### config.mk
export PLATFORM = sky130hd
export DESIGN_NAME = serial_subtractor_flat
export DESIGN_NICKNAME = d
export VERILOG_FILES = /design/src/rtl/serial_subtractor_pkg.sv /design/src/rtl/serial_subtractor_if.sv /design/src/rtl/serial_subtractor_full_subtractor.sv /design/src/rtl/serial_subtractor.sv /design/src/flat_wrapper.sv
export SDC_FILE = /design/constraint.sdc
export NUM_CORES = 1
export LEC_CHECK = 0
export BUFFER_PORTS_ARGS = -buffer_cell sky130_fd_sc_hd__buf_4
export CAP_MARGIN = 30
export CORE_MARGIN = 1.5
export CORE_UTILIZATION = 45
export CTS_BUF_LIST = sky130_fd_sc_hd__clkbuf_16
export DETAILED_ROUTE_END_ITERATION = 10
export PLACE_DENSITY = 0.67
export SYNTH_ARGS = -nofsm -noshare
export SYNTH_HDL_FRONTEND = slang
export SYNTH_SLANG_ARGS = --single-unit
### constraint.sdc
create_clock -name clk -period 1.7 [get_ports clk]
set_clock_uncertainty 0.05 [all_clocks]
set_input_delay 0.425 -clock clk [delete_from_list [all_inputs] [get_ports clk]]
set_output_delay 0.425 -clock clk [all_outputs]
set_load 0.005 [all_outputs]
### src/rtl/serial_subtractor_pkg.sv
// Shared definitions for the serial subtractor slice.
//   DEFAULT_WIDTH : default operand width, the same default the ripple-carry adder uses
//   state_t       : sequencer state type, with the IDLE and RUN encodings
package serial_subtractor_pkg;

   localparam int unsigned DEFAULT_WIDTH = 4;

   typedef logic [0:0] state_t;

   localparam state_t IDLE = 1'b0;
   localparam state_t RUN  = 1'b1;

endpackage

### src/rtl/serial_subtractor_if.sv
// Operand/result bundle for the serial subtractor.
//   master : drives start, A, B and b_in; observes busy, done, D, b_out and ovf
//   slave  : the subtractor side of the bundle
interface serial_subtractor_if #(
   parameter int unsigned WIDTH = serial_subtractor_pkg::DEFAULT_WIDTH
);

   logic             start;
   logic [WIDTH-1:0] A;
   logic [WIDTH-1:0] B;
   logic             b_in;
   logic             busy;
   logic             done;
   logic [WIDTH-1:0] D;
   logic             b_out;
   logic             ovf;

   modport master (
      output start, A, B, b_in,
      input  busy, done, D, b_out, ovf
   );

   modport slave (
      input  start, A, B, b_in,
      output busy, done, D, b_out, ovf
   );

endinterface

### src/rtl/serial_subtractor_full_subtractor.sv
// One-bit full subtractor, purely combinational.
//   a, b   : minuend and subtrahend bits
//   br_in  : borrow into this bit
//   d      : difference bit
//   br_out : borrow out of this bit
module serial_subtractor_full_subtractor (
   input  logic a,
   input  logic b,
   input  logic br_in,
   output logic d,
   output logic br_out
);

   assign d      = a ^ b ^ br_in;
   assign br_out = (~a & b) | (~(a ^ b) & br_in);

endmodule

### src/rtl/serial_subtractor.sv
// Bit-serial subtractor: D = A - B - b_in, one bit per clock, LSB first.
//   clk : clock; all state changes on the rising edge
//   rst : synchronous active-high reset
//   bus : start/A/B/b_in request and busy/done/D/b_out/ovf result, through the slave modport
// The operands are captured on an accepted start. Each RUN edge consumes one bit. D, b_out and
// ovf update only at completion, together with a one-cycle done pulse.
module serial_subtractor
   import serial_subtractor_pkg::*;
#(
   parameter int unsigned WIDTH = DEFAULT_WIDTH
) (
   input  logic                clk,
   input  logic                rst,
   serial_subtractor_if.slave  bus
);

   localparam int unsigned CNT_W = $clog2(WIDTH);

   state_t           state_q;
   logic [WIDTH-1:0] a_q;
   logic [WIDTH-1:0] b_q;
   logic [WIDTH-1:0] res_q;
   logic             br_q;
   logic [CNT_W-1:0] cnt_q;
   logic [WIDTH-1:0] d_q;
   logic             b_out_q;
   logic             ovf_q;
   logic             done_q;

   logic d_bit;
   logic br_next;
   logic last_bit;

   // The operand registers shift right, so bit 0 is always the bit being processed.
   serial_subtractor_full_subtractor u_fs (
      .a      (a_q[0]),
      .b      (b_q[0]),
      .br_in  (br_q),
      .d      (d_bit),
      .br_out (br_next)
   );

   assign last_bit = (cnt_q == CNT_W'(WIDTH - 1));

   always_ff @(posedge clk) begin
      if (rst) begin
         state_q <= IDLE;
         a_q     <= '0;
         b_q     <= '0;
         res_q   <= '0;
         br_q    <= 1'b0;
         cnt_q   <= '0;
         d_q     <= '0;
         b_out_q <= 1'b0;
         ovf_q   <= 1'b0;
         done_q  <= 1'b0;
      end else begin
         done_q <= 1'b0;
         case (state_q)
            IDLE: begin
               if (bus.start) begin
                  a_q     <= bus.A;
                  b_q     <= bus.B;
                  br_q    <= bus.b_in;
                  cnt_q   <= '0;
                  state_q <= RUN;
               end
            end
            RUN: begin
               a_q   <= a_q >> 1;
               b_q   <= b_q >> 1;
               res_q <= {d_bit, res_q[WIDTH-1:1]};
               br_q  <= br_next;
               cnt_q <= cnt_q + 1'b1;
               if (last_bit) begin
                  d_q     <= {d_bit, res_q[WIDTH-1:1]};
                  b_out_q <= br_next;
                  // On the last bit, a_q[0]/b_q[0] are the captured operand sign bits.
                  ovf_q   <= (a_q[0] != b_q[0]) && (d_bit != a_q[0]);
                  done_q  <= 1'b1;
                  state_q <= IDLE;
               end
            end
            default: state_q <= IDLE;
         endcase
      end
   end

   assign bus.busy  = (state_q == RUN);
   assign bus.done  = done_q;
   assign bus.D     = d_q;
   assign bus.b_out = b_out_q;
   assign bus.ovf   = ovf_q;

endmodule

### src/flat_wrapper.sv
// flat-port wrapper written by rule: the top's interface ports become plain ports
module serial_subtractor_flat import serial_subtractor_pkg::*;
#(
   parameter int unsigned WIDTH = DEFAULT_WIDTH
)
  (clk, rst, bus_start, bus_A, bus_B, bus_b_in, bus_busy, bus_done, bus_D, bus_b_out, bus_ovf);
  serial_subtractor_if #(.WIDTH(WIDTH)) bus_i ();
  input  logic clk;
  input  logic rst;
  input wire logic [$bits(bus_i.start)-1:0] bus_start;
  input wire logic [$bits(bus_i.A)-1:0] bus_A;
  input wire logic [$bits(bus_i.B)-1:0] bus_B;
  input wire logic [$bits(bus_i.b_in)-1:0] bus_b_in;
  output wire logic [$bits(bus_i.busy)-1:0] bus_busy;
  output wire logic [$bits(bus_i.done)-1:0] bus_done;
  output wire logic [$bits(bus_i.D)-1:0] bus_D;
  output wire logic [$bits(bus_i.b_out)-1:0] bus_b_out;
  output wire logic [$bits(bus_i.ovf)-1:0] bus_ovf;
  assign bus_i.start = bus_start;
  assign bus_i.A = bus_A;
  assign bus_i.B = bus_B;
  assign bus_i.b_in = bus_b_in;
  assign bus_busy = bus_i.busy;
  assign bus_done = bus_i.done;
  assign bus_D = bus_i.D;
  assign bus_b_out = bus_i.b_out;
  assign bus_ovf = bus_i.ovf;
  serial_subtractor #(.WIDTH(WIDTH)) u_core (.clk(clk), .rst(rst), .bus(bus_i));
endmodule
After elaboration in Yosys (flattened, before gate mapping):

Index checks and enable logic that the tools add are counted.

* register bits after elaboration: 23
* output and inout bits: 8

* add/subtract/negate cells: 1
* equality and inequality tests: 4
* multiplexer cells: 12
* bitwise logic cells: 8
* reductions and logical operators: 3

Operators with widths (number)
* $pmux 4 s2: 2
* $mux 4: 2
* $mux 1: 4
* $pmux 1 s2: 2
* $pmux 2 s2: 1
* $not 1->1: 3
* $add 2x1->2 const B: 1
* $and 1x1->1: 2
* $eq 2x2->1 const B: 1
* $mux 2: 1
* $ne 1x1->1: 2
* $ne 2x2->1 const B: 1
* $reduce_and 2->1: 1
* $reduce_or 2->1: 1
* $xor 1x1->1: 2
* $logic_and 1x1->1: 1
* $or 1x1->1: 1

Depth between registers and ports, before layout:

* depth in word-level cells: 5
* depth in mapped cells: 4

By module:

Synthesis repeated with hierarchy kept, for this count alone.

* cells, all modules: 96
* area, all modules: 975.9 sq um

Modules (own cells, without submodules)
* serial_subtractor: times used 1, cells an instance 92, area each 944.7 sq um, seq. area each 440.4 sq um
* serial_subtractor_full_subtractor: times used 1, cells an instance 4, area each 31.3 sq um, seq. area each 0.0 sq um

Worst setup path before layout:

OpenSTA, ideal clock, no wires.

* path kind: reg-to-reg
* from: reg u_core.a_q[0]
* to: reg u_core.ovf_q, in the netlist u_core.bus.ovf
* arrival: 1254 ps
* setup slack: 279 ps
* cell stages (with the launch flop): 5
* period minus slack after synthesis: 1421 ps
* path through: dfxtp_1 > inv_1 > fa_1 > xnor2_1 > a32o_1

* longest elaborated chain between the ends: 4
* elaborated cells on any way between the ends: 5
* classes of those cells: eq/ne: 2; bitwise: 2; reduce/logical: 1

Ends and longest elaborated chain
* from (decl): line serial_subtractor.sv:20 `logic [WIDTH-1:0] a_q;`
* from (signal assigned): line serial_subtractor.sv:62 `a_q <= bus.A;`
* from (signal assigned): line serial_subtractor.sv:70 `a_q <= a_q >> 1;`
* $xor 1x1->1 (2 in series): line serial_subtractor_full_subtractor.sv:14 `assign d = a ^ b ^ br_in;`
* $ne 1x1->1: line serial_subtractor.sv:79 `ovf_q <= (a_q[0] != b_q[0]) && (d_bit != a_q[0]);`
* $logic_and 1x1->1 *: line serial_subtractor.sv:79
* to (signal assigned): line serial_subtractor.sv:79
* to (decl): line serial_subtractor.sv:27 `logic ovf_q;`

Every way passes the cells marked *; elsewhere a longest branch is shown, timed or not.
A chain may end at the register's enable or synchronous reset.

Worst setup path in the final report:

* from: reg u_core.state_q, in the netlist u_core.bus.busy
* to: out bus_busy

RTL lines
* from (decl): line serial_subtractor.sv:19 `state_t state_q;`
* from (signal assigned): line serial_subtractor.sv:47 `state_q <= IDLE;`
* from (signal assigned): line serial_subtractor.sv:66 `state_q <= RUN;`
* from (signal assigned): line serial_subtractor.sv:81 `state_q <= IDLE;`
* to (decl): line flat_wrapper.sv:14 `output wire logic [$bits(bus_i.busy)-1:0] bus_busy;`

No word-level cell between the ends.

==> impl_metrics.ini <==
[cts]
cts_hold_buffers = 0
cts.sinks = 22
cts_resized = 0
cts_inserted_buffers = 3
post_cts_setup_repair_buffer_count = 0
worstSkewPairLatency_ns = 0.25
cts-root-buf = sky130_fd_sc_hd__clkbuf_16
longest_clk_path_bufs = 2
clock_pin_slew_on_the_worst_setup_and_hold_paths_ns = 0.06
cts_tree = yes
htreeDepth = 1

[min_path]
holdCritStartpoint = bus_A[3]
hold_path.class = in -> reg

[cells_and_area]
number_of_filler_cells_placed_in_the_layout = 184
flow.area_growth_from_synthesis_pct = 26.1
number_of_standard_cells_in_the_layout_taps_in_and_fillers_out = 137
share_of_final_layout_standard_cells_stronger_than_drive_strength_1_pct = 27.3
layout_net_count = 126
antenna_diode_instance_count = 0
final_cell_mix = 22 x sky130_fd_sc_hd__dfxtp_1, 21 x sky130_fd_sc_hd__buf_4, 11 x sky130_fd_sc_hd__mux2i_1, 8 x sky130_fd_sc_hd__a211oi_1
most_frequent_standard_cell_in_the_layout_excluding_fill_and_tap_cells = sky130_fd_sc_hd__dfxtp_1

[logic_synthesis]
syn-instance-count = 92
number_of_synthesized_register_bits = 22
netlist_area_um2 = 958
synth_area_per_cell_um2 = 10.4
synth.net_count = 107
synthDominantAreaCellType = sky130_fd_sc_hd__dfxtp_1
synth_warnings = 0
synth_cell_type_count = 24
synthDominantCellAreaShare_pct = 46.0
post_synth_main_area_contributors = sky130_fd_sc_hd__dfxtp_1 46%, sky130_fd_sc_hd__mux2i_1 11%, sky130_fd_sc_hd__a211oi_1 6.3%
share_of_the_yosys_chip_area_belonging_to_registers_pct = 46.0

[route]
detailroute.via_count = 697
route.detailed.vias_per_inst = 5.09
drt_drc_violations_left = 0
postRouteAntennaNets = 0
drt_first_pass_iters = 3
initialDrtViolationCount = 4
wl_per_cell_um = 12.5
drt-total-wl_mm = 1.71

[timing]
final_number_of_hold_violating_endpoints = 0
fin_ws_ns = 0.169
slew-limit-headroom_pct = 68.9
grt_setup_unrepaired = false
report.final.setup_viol = 0
fmaxAchievable_mhz = 653
post-route-period-util_pct = 90.1
setup_tns_after_final_layout_ns = 0
worst-slew-pin-transition_ns = 0.466
final_max_slew_viol_count = 0
fin_crit_ns = 1.53

[global_routing]
antenna_found_initial = 0
grt_max_degree = 23
first_global_vias = 669
remaining_global_route_overflow = 0
grt_first_pass_wirelength_mm = 2.93
gr-usage-all-layers_pct = 16.0

[critical_path]
critPathLaunchType = flop
cp.buffers_inverters = 1
regToRegStartpoint = u_core.a_q[0]
worstSetupEndpointType = primary output
critical_path.startpoint = u_core.bus.busy
critPathKind = reg -> out
critical_path_required_ns = 1.22
critical-path-slowest-cell = sky130_fd_sc_hd__dfxtp_1
timing.critical_path.fanout_max = 15
setup.reg_to_reg.worst_slack_ns = 0.21
crit_path_max_incr_delay_ns = 0.61
cp_data_arrival_time_ns = 1.06
critPathTopFamily = flip-flops
chain_of_cells_forming_the_critical_path = buf_4

[floorplan]
floorplan.die.height_um = 49.2
start_util_pct = 48.4
placeableCoreArea_um2 = 1980
io-pin-count = 20
die_area_um2 = 2420
die-width_um = 49.2
row_count = 16

[status]
result_of_the_run = finished clean

[place]
pre_cts_slack_ns = 0.213
hpwl_mm = 1.18
numPlacedInstances = 133
routabilityCongestion = 0.697
numPortBuffers = 19

[power]
power.ir.vdd_worst_uv = 576
power_per_cell_area_nw_per_um2 = 1110
static-leakage-power_uw = 0.000520

[flow_run]
maxCapViolations = 0
-- cell usage after synthesis --
library cell and instances:
sky130_fd_sc_hd__dfxtp_1 22, sky130_fd_sc_hd__mux2i_1 11, sky130_fd_sc_hd__a211oi_1 8, sky130_fd_sc_hd__a21oi_1 7, sky130_fd_sc_hd__nor2b_1 7, sky130_fd_sc_hd__a21bo_2 4, sky130_fd_sc_hd__nand3_1 4, sky130_fd_sc_hd__nor2_1 4
sky130_fd_sc_hd__buf_4 3, sky130_fd_sc_hd__inv_1 3, sky130_fd_sc_hd__clkbuf_1 2, sky130_fd_sc_hd__ha_1 2, sky130_fd_sc_hd__nand2_1 2, sky130_fd_sc_hd__nor3_1 2, sky130_fd_sc_hd__or3b_1 2, sky130_fd_sc_hd__a311oi_1 1
sky130_fd_sc_hd__a32o_1 1, sky130_fd_sc_hd__and4bb_2 1, sky130_fd_sc_hd__buf_2 1, sky130_fd_sc_hd__buf_6 1, sky130_fd_sc_hd__fa_1 1, sky130_fd_sc_hd__nand2b_1 1, sky130_fd_sc_hd__o211a_1 1, sky130_fd_sc_hd__xnor2_1 1
-- routing by layer --
metal / global-route usage (%) / wire (um)
met5: 0 / 0
met4: 7.14 / 35
met3: 4.60 / 59
met2: 25.9 / 786
met1: 19.5 / 828
-- report_power, final --
part	internal [uW]	switching [uW]	total [uW]
registers	541	21.8	563
clock network	467	183	650
logic	68.2	59.4	128
-- logic make-up (layout without fill, tap and decap cells) --
family	after synthesis	count (layout)	share of synthesized area [%]
AND/OR/NAND/NOR	23	23	13.8
AO/OA/AOI/OAI	22	22	17.1
XOR/XNOR	1	1	0.914
adder cells (fa/ha/maj)	3	3	4.70
multiplexers	11	11	11.5
buffers and inverters	10	28	6.00
flip-flops	22	22	46.0
-- state kept, by name, indices dropped and copies added, names as in the netlist --
| name | cells |
|---|---|
| u_core.bus.done | 1 |
| u_core.b_q | 4 |
| u_core.bus.D | 4 |
| u_core.br_q | 1 |
| u_core.res_q | 3 |
| u_core.bus.b_out | 1 |
| u_core.cnt_q | 2 |
| u_core.bus.busy | 1 |
| u_core.a_q | 4 |
| u_core.bus.ovf | 1 |
-- worst min-delay path, stage by stage --
cell	delay, ns
sky130_fd_sc_hd__buf_4	0.07
sky130_fd_sc_hd__mux2i_1	0.05
sky130_fd_sc_hd__nor3_1	0.11
-- area by class of cell --
class | count | area [um^2] | share of cell area (%)
Multi-Input combinational cell | 60 | 460 | 38.1
Sequential cell | 22 | 440 | 36.4
Timing Repair Buffer | 21 | 158 | 13.0
Clock buffer | 3 | 75.1 | 6.21
Tap cell | 27 | 33.8 | 2.80
Clock inverter | 1 | 30.0 | 2.48
Inverter | 3 | 11.3 | 0.932
-- final timing paths --
check                    endpoint  depth (start not counted)
hold reg to reg   u_core.bus.D[0]                          2
setup reg to reg   u_core.bus.ovf                          4
hold / removal      u_core.a_q[3]                          3
setup / recovery         bus_busy                          1
-- per-stage QoR --
step	total power [uW]	utilization [%]	hold slack (ns)	instance area, um^2
floorplan	662	-	0.406	958
CTS	1350	61.0	0.408	1210
detailed placement	702	55.7	0.430	1100
finish	1340	61.0	0.404	1210
global placement	699	55.7	0.419	1100
global route	1390	61.0	0.439	1210
(Power assumes the default switching activity.)
